[config.mk]
export PLATFORM = sky130hd
export DESIGN_NAME = alarm_responder
export DESIGN_NICKNAME = d
export VERILOG_FILES = /design/src/rtl/alarm_responder.sv
export SDC_FILE = /design/constraint.sdc
export NUM_CORES = 1
export LEC_CHECK = 0
export ABC_CLOCK_PERIOD_IN_PS = 2350
export CAP_MARGIN = 10
export CORE_UTILIZATION = 55
export DETAILED_ROUTE_END_ITERATION = 8
export PLACE_DENSITY = 0.78
export SETUP_SLACK_MARGIN = 0.02
export SYNTH_ARGS = -nofsm -noshare
export SYNTH_HDL_FRONTEND = slang
export SYNTH_SLANG_ARGS = --single-unit
[constraint.sdc]
create_clock -name clk -period 2.35 [get_ports clk]
set_clock_uncertainty 0.05 [all_clocks]
set_input_delay 0.47 -clock clk [delete_from_list [all_inputs] [get_ports clk]]
set_output_delay 0.47 -clock clk [all_outputs]
set_load 0.02 [all_outputs]
[src/rtl/alarm_responder.sv]
// Alarm response sequencer: arm/exit/entry/alarm/silence with zone latching, siren and strobe.
// Optional macro ALARM_CHIRP_EN: siren chirps on each tick during EXIT and ENTRY.
module alarm_responder #(
  parameter int unsigned TICK_DIV  = 1000,
  parameter int unsigned EXIT_DLY  = 30,
  parameter int unsigned ENTRY_DLY = 15,
  parameter int unsigned SIREN_MAX = 180
) (
  input  logic       clk,
  input  logic       rst_n,
  input  logic       arm,
  input  logic       disarm,
  input  logic       trip,
  input  logic [3:0] zone,
  output logic       siren,
  output logic       strobe,
  output logic [2:0] state,
  output logic [3:0] zone_latched
);

  typedef enum logic [2:0] {
    S_DISARMED = 3'd0,
    S_EXIT     = 3'd1,
    S_ARMED    = 3'd2,
    S_ENTRY    = 3'd3,
    S_ALARM    = 3'd4,
    S_SILENCED = 3'd5
  } state_e;

  localparam int unsigned MAXD01 = (EXIT_DLY > ENTRY_DLY) ? EXIT_DLY : ENTRY_DLY;
  localparam int unsigned MAXD   = (MAXD01 > SIREN_MAX) ? MAXD01 : SIREN_MAX;
  localparam int unsigned TCW    = $clog2(MAXD + 1);
  localparam int unsigned PW     = $clog2(TICK_DIV);

  state_e         state_q, state_d;
  logic [PW-1:0]  presc_q, presc_d;
  logic [TCW-1:0] tcnt_q, tcnt_d;
  logic [3:0]     zl_q, zl_d;
  logic           siren_q, siren_d;
  logic           strobe_q, strobe_d;
  logic           arm_q, disarm_q;
  logic           arm_edge, dis_edge, tick, moved;

  always_ff @(posedge clk) begin
    if (!rst_n) begin
      state_q  <= S_DISARMED;
      presc_q  <= '0;
      tcnt_q   <= '0;
      zl_q     <= '0;
      siren_q  <= 1'b0;
      strobe_q <= 1'b0;
      // Held high so a level already asserted at reset release is not an edge.
      arm_q    <= 1'b1;
      disarm_q <= 1'b1;
    end else begin
      state_q  <= state_d;
      presc_q  <= presc_d;
      tcnt_q   <= tcnt_d;
      zl_q     <= zl_d;
      siren_q  <= siren_d;
      strobe_q <= strobe_d;
      arm_q    <= arm;
      disarm_q <= disarm;
    end
  end

  always_comb begin
    arm_edge = arm & ~arm_q;
    dis_edge = disarm & ~disarm_q;
    tick     = (presc_q == PW'(TICK_DIV - 1));
    state_d  = state_q;
    zl_d     = zl_q;

    case (state_q)
      S_DISARMED: if (arm_edge && !dis_edge) state_d = S_EXIT;
      S_EXIT:     if (tick && tcnt_q == TCW'(EXIT_DLY - 1)) state_d = S_ARMED;
      S_ARMED: begin
        if (trip) begin
          state_d = S_ENTRY;
          zl_d    = zone;
        end
      end
      S_ENTRY: begin
        if (trip) zl_d = zl_q | zone;
        if (tick && tcnt_q == TCW'(ENTRY_DLY - 1)) state_d = S_ALARM;
      end
      S_ALARM: begin
        if (trip) zl_d = zl_q | zone;
        if (tick && tcnt_q == TCW'(SIREN_MAX - 1)) state_d = S_SILENCED;
      end
      S_SILENCED: if (trip) zl_d = zl_q | zone;
      default:    state_d = S_DISARMED;
    endcase

    if (dis_edge && state_q != S_DISARMED) begin
      state_d = S_DISARMED;
      zl_d    = '0;
    end

    // Counters restart on every transition so each delay is measured exactly.
    moved   = (state_d != state_q);
    presc_d = (moved || tick) ? '0 : presc_q + PW'(1);
    tcnt_d  = moved ? '0 : (tick ? tcnt_q + TCW'(1) : tcnt_q);

    // Strobe phase carries across ALARM->SILENCED; forced low elsewhere.
    strobe_d = 1'b0;
    if (state_d == S_ALARM || state_d == S_SILENCED)
      strobe_d = strobe_q ^ (tick && (state_q == S_ALARM || state_q == S_SILENCED));

`ifdef ALARM_CHIRP_EN
    siren_d = 1'b0;
    if (state_d == S_ALARM)
      siren_d = 1'b1;
    else if (!moved && (state_q == S_EXIT || state_q == S_ENTRY))
      siren_d = siren_q ^ tick;
`else
    siren_d = (state_d == S_ALARM);
`endif
  end

  assign state        = state_q;
  assign siren        = siren_q;
  assign strobe       = strobe_q;
  assign zone_latched = zl_q;

endmodule

* Yosys cells after proc, flatten, opt, wreduce, memory -nomap -nowiden *
Index checks and enable logic that the tools add are counted.

word-level totals
  register bits = 29
  input bits = 9
  word-level logic and storage cells = 60

operators by class
  add/sub/neg operators = 2
  equality and inequality tests = 14
  multiplexer cells = 10
  bitwise logic cells = 7
  reduce and logical (&&, ||, !) cells = 19

operator list
  kind                                                             number
  3-bit two-way mux                                                6
  3-bit case mux with 6 select lines                               1
  3-bit == test, second input constant                             4
  10-bit by 1-bit adder with 10-bit output, second input constant  1
  10-bit == test, second input constant                            1
  8-bit by 1-bit adder with 8-bit output, second input constant    1
  8-bit by 4-bit == test with 1-bit output, second input constant  1
  8-bit by 5-bit == test with 1-bit output, second input constant  1
  8-bit == test, second input constant                             1
  4-bit two-way mux                                                2
  4-bit case mux with 2 select lines                               1
  3-bit by 2-bit == test with 1-bit output, second input constant  2
  1-bit logical AND                                                6
  2-bit OR reduction                                               3
  4-bit OR                                                         1
  3-bit by 1-bit == test with 1-bit output, second input constant  1
  3-bit zero test                                                  1
  1-bit logical OR                                                 3
  3-bit != test                                                    1
  1-bit NOT                                                        3
  3-bit AND reduction                                              1
  3-bit nonzero test                                               1
  3-bit OR reduction                                               1
  1-bit bitwise AND                                                2
  6 further kinds                                                  6

* Longest topological paths before layout *
Gate-level depths: netlist of run 1.

  word-level depth = 10
  mapped depth = 9
  depth with buffers taken out = 8

* Worst setup path before layout of run 1 *
No wires, ideal clock.

  kind = register to register
  start point = reg presc_q[0]
  end point = reg presc_q[0]
  library setup time = 0.135 ns
  data arrival time = 1.890 ns
  required time = 2.165 ns
  setup slack = 0.275 ns
  stages on the path, launching flop included = 9
  buffers on the path = 2
  cells stage by stage = dfxtp_1 -> ha_1 -> nand3_1 -> nor3_4 -> and3_2 -> o31a_1 -> buf_2 -> clkbuf_4 -> nor4_4

between the ends
  cells in the longest elaborated chain, start to end = 8

ends and longest elaborated chain
  what                                  line        source
  start, declared                       36          logic [PW-1:0] presc_q, presc_d;
  start signal, assigned                57          presc_q <= presc_d;
  10-bit == test                        70          tick = (presc_q == PW'(TICK_DIV - 1));
  1-bit logical AND (on tied branches)  89, 76, 85
  3-bit two-way mux (on tied branches)  89, 76, 85
  3-bit case mux with 6 select lines    74          case (state_q)
  3-bit two-way mux                     95          if (dis_edge && state_q != S_DISARMED) begin
  3-bit != test                         101         moved = (state_d != state_q);
  1-bit logical OR                      102         presc_d = (moved || tick) ? '0 : presc_q + PW'(1);
  2-bit OR reduction (no source line)   -

Parallel ways exist; a longest one is shown, timed or not.
A chain may end at the register's enable or synchronous reset.

* Final worst setup path of run 1 *
  start point = reg tcnt_q[0]
  end point = reg presc_q[8]

between the ends
  cells in the longest elaborated chain, start to end = 8

ends and longest elaborated chain
  what                                         line        source
  start, declared                              37          logic [TCW-1:0] tcnt_q, tcnt_d;
  start signal, assigned                       58          tcnt_q <= tcnt_d;
  8-bit == test, or another cell as far along  89          if (tick && tcnt_q == TCW'(SIREN_MAX - 1)) state_d = S_SILENCED;
  1-bit logical AND (on tied branches)         89, 76, 85
  3-bit two-way mux (on tied branches)         89, 76, 85
  3-bit case mux with 6 select lines (*)       74
  3-bit two-way mux (*)                        95
  3-bit != test (*)                            101
  1-bit logical OR (*)                         102
  2-bit OR reduction (no source line) (*)      -

Mark *: on every way between the ends. The rest lies on a longest branch, timed or not.

==> flow_metrics.env, run 1 <==
export IMPL_worst_pin_slew_ns=0.424
export IMPL_path_class="flip-flop to flip-flop"
export IMPL_cts_hold_repair_buffers=0
export IMPL_r2r_setup_slack_ns=0.11
export IMPL_grt_max_degree=19
export IMPL_yosys_cell_count_top_type="dfxtp_1"
export IMPL_synthDistinctLibCells=49
export IMPL_power_mw=0.995
export IMPL_synth_area_um2=1560
export IMPL_die_x_um=55.3
export IMPL_synthTopCellsByArea="dfxtp_1 37%, xor2_1 6.2%, nor3_2 5.8%"
export IMPL_clock_path_buffers=2
export IMPL_max_cap_viol_count=0
export IMPL_required_ns=2.52
export IMPL_critical_path_top_delay_family="simple AND/OR/NAND/NOR gates"
export IMPL_setup_ws_ns=0.105
export IMPL_yosysSeqAreaShare_pct=37.2
export IMPL_fin_crit_sh_pct=95.5
export IMPL_final_nets=224
export IMPL_die_h_um=55.3
export IMPL_wl_um=3880
export IMPL_root_buffer="clkbuf_4"
export IMPL_dr_pass1_iters=4
export IMPL_final_cells=242
export IMPL_crit_buf_inv=4
export IMPL_drv_slew=0
export IMPL_grt_pass1_vias=1437
export IMPL_antenna_found_initial=0
export IMPL_die_area_um2=3050
export IMPL_gp_congestion=0.824
export IMPL_synth_edf_count=0
export IMPL_relSlewSlack_pct=71.7
export IMPL_n_fill_cell=174
export IMPL_max_freq_mhz=445
export IMPL_ant_nets=0
export IMPL_clk_pin_slew_ns=0.10
export IMPL_setup_viol=0
export IMPL_hold_viol=0
export IMPL_hp_start="zone_latched[1]"
export IMPL_n_antenna_cell=0
export IMPL_path_cells="buf_4 -> inv_1 -> ha_1 -> nand2_1 -> nor2_1 -> and3_2 -> buf_4 -> o31a_1 -> buf_12 -> nor4_1"
export IMPL_switching_share_pct=28.3
export IMPL_grtUsageTotal_pct=26.1
export IMPL_crit_top_cell="buf_4"
export IMPL_num_vias=1448
export IMPL_syn_instance_count=160
export IMPL_rsz0062_at_grt="no"
export IMPL_post_dp_hpwl_um=2670
export IMPL_worstReg2RegStart="tcnt_q[0]"
export IMPL_yosysTopAreaCell="dfxtp_1"
export IMPL_h_tree_depth=2
export IMPL_p_leak_nw=0.780
export IMPL_slowest_stage="dfxtp_1"
export IMPL_wl_per_cell_um=16.0
export IMPL_p_comb_share_pct=19.0
export IMPL_powerDensity_nw_per_um2=474
export IMPL_ys_top_cells_by_count="29 x dfxtp_1, 13 x nor2_1, 12 x nand2_1"
export IMPL_ir_drop_v=0.000466
export IMPL_seq_power_share_pct=51.5
export IMPL_port_buffers=17
export IMPL_syn_avg_cell_area_um2=9.75
export IMPL_syn_nets=173
export IMPL_pre_cts_ws_ns=-0.377
export IMPL_crit_fanout=18
export IMPL_core_um2=2570
export IMPL_finalCriticalPeriod_ns=2.24
export IMPL_drt_iter0_drc=46
export IMPL_cp_slowest_stage_delay_ns=0.42
export IMPL_power_internal_mw=0.713
export IMPL_synth_top_area_share_pct=37.2
export IMPL_grt_ovfl_total=0
export IMPL_io_pins=18
export IMPL_pwr_share_clk_pct=29.5
export IMPL_numCtsBuffers=5
export IMPL_fin_hold_ws_ns=0.477
export IMPL_synthArstFlopShare_pct=0
export IMPL_route_detailed_drc=0
export IMPL_cts_sinks=29
export IMPL_finalSetupTns_ns=0
export IMPL_rows=18
export IMPL_dp_cells=233
export IMPL_status="complete, no violations"
export IMPL_cts_tree="built"
export IMPL_endpoint_kind="flip-flop"
export IMPL_drive_above_1_share_pct=32.1
export IMPL_routed_via_density=5.98
export IMPL_synth_seq_cells=29
export IMPL_start_util_pct=60.8
export IMPL_clk_latency_ns=0.33
export IMPL_crit_path_start="tcnt_q[0]"
export IMPL_hold_class="flip-flop to flip-flop"
export IMPL_grt_pass1_wl_um=6240
export IMPL_start_kind="flip-flop"
export IMPL_yosysWarnings=0
export IMPL_worstPathArrival_ns=2.42
export IMPL_ys_flop_type="dfxtp_1"
export IMPL_area_growth_pct=34.6
export IMPL_power_switching_mw=0.282
[metal layers]
| layer | vias up | global-route usage [%] | wire (um) |
|---|---|---|---|
| met1 | 692 | 28.4 | 1600 |
| met4 | 0 | 13.9 | 108 |
| li1 | 686 | - | - |
| met5 | - | 0 | 0 |
| met3 | 13 | 7.49 | 202 |
| met2 | 57 | 45.3 | 1970 |
[worst min-delay path: stages, from the launching register on]
cell and delay (ns):
dfxtp_1 0.34, a22oi_1 0.08, nor2_1 0.08
[through the flow]
stage	util [%]	cell area, um2
after floorplan	-	1560
after global placement	77.9	2000
after CTS	80.8	2070
final	81.8	2100
after global routing	81.8	2100
after detailed placement	77.9	2000
[timing repair]
item / 4_1_cts / 5_1_grt
resized for setup: 3 / 4
endpoints found under the setup margin: 11 / 12
buffers inserted: 0 / 0
cloned: 1 / 0
[worst paths after layout]
| check | end | cells past startpoint |
|---|---|---|
| worst min-delay path | zone_latched[1] | 2 |
| worst max-delay path | presc_q[8] | 10 |
| worst max register to register | presc_q[8] | 10 |
| worst min register to register | zone_latched[1] | 2 |
[kinds of logic (layout without fill, tap and decap cells)]
logic type	count (synthesis)	count (layout)	share of synthesized area, %
flops	29	29	37.2
xor+xnor	16	16	8.98
simple gates	78	78	34.2
compound gates	21	22	12.5
buf+inv	12	63	3.85
fa+ha+maj	4	4	3.21
[registers in the layout, summed over array words and instances (netlist names)]
signal        count
tcnt_q            8
siren             1
zone_latched      4
arm_q             1
strobe            1
presc_q          10
disarm_q          1
state             3
[area by class of cell]
class	instances	area, um2	share of cell area (%)
Clock buffer	5	37.5	1.79
Clock inverter	3	17.5	0.834
Inverter	5	18.8	0.894
Multi-Input combinational cell	120	965	45.9
Sequential cell	29	581	27.7
Tap cell	30	37.5	1.79
Timing Repair Buffer	50	443	21.1
[power groups by stage]
stage          Sequential [mW]  Combinational, mW  Clock, mW
2_1_floorplan            0.526             0.0814          0
3_3_place_gp             0.523              0.164          0
3_5_place_dp             0.524              0.168          0
4_1_cts                  0.512              0.180      0.300
5_1_grt                  0.515              0.199      0.321
6_report                 0.513              0.189      0.294
[cell usage in the layout, fill, tap and decap left out, types with 3 or more instances in the layout]
cell / instances
nor4_1: 5
nand3_1: 6
nor2b_1: 3
ha_1: 4
nand2_1: 12
xnor2_1: 5
nand4_1: 6
clkbuf_4: 5
nor2_1: 13
clkdlybuf4s50_1: 17
nor4_2: 3
buf_4: 31
xor2_1: 11
nor3_2: 9
a22oi_1: 4
inv_1: 5
dfxtp_1: 29
nand2b_1: 3
Note: power is estimated with default switching activity, not from simulation.
==> run 2, diff against run 1 <==
Settings changed: CTS_CLUSTER_DIAMETER set to 60, CTS_CLUSTER_SIZE set to 25.
==> results of run 2 <==
Final layout, timing and power as in run 1 (identical DEF).
==> run 3, diff against run 2 <==
Settings changed: CTS_BUF_LIST set to sky130_fd_sc_hd__clkbuf_4 sky130_fd_sc_hd__clkbuf_8 sky130_fd_sc_hd__clkbuf_16.
==> results of run 3 <==
Final layout, timing and power as in run 1 (identical DEF).
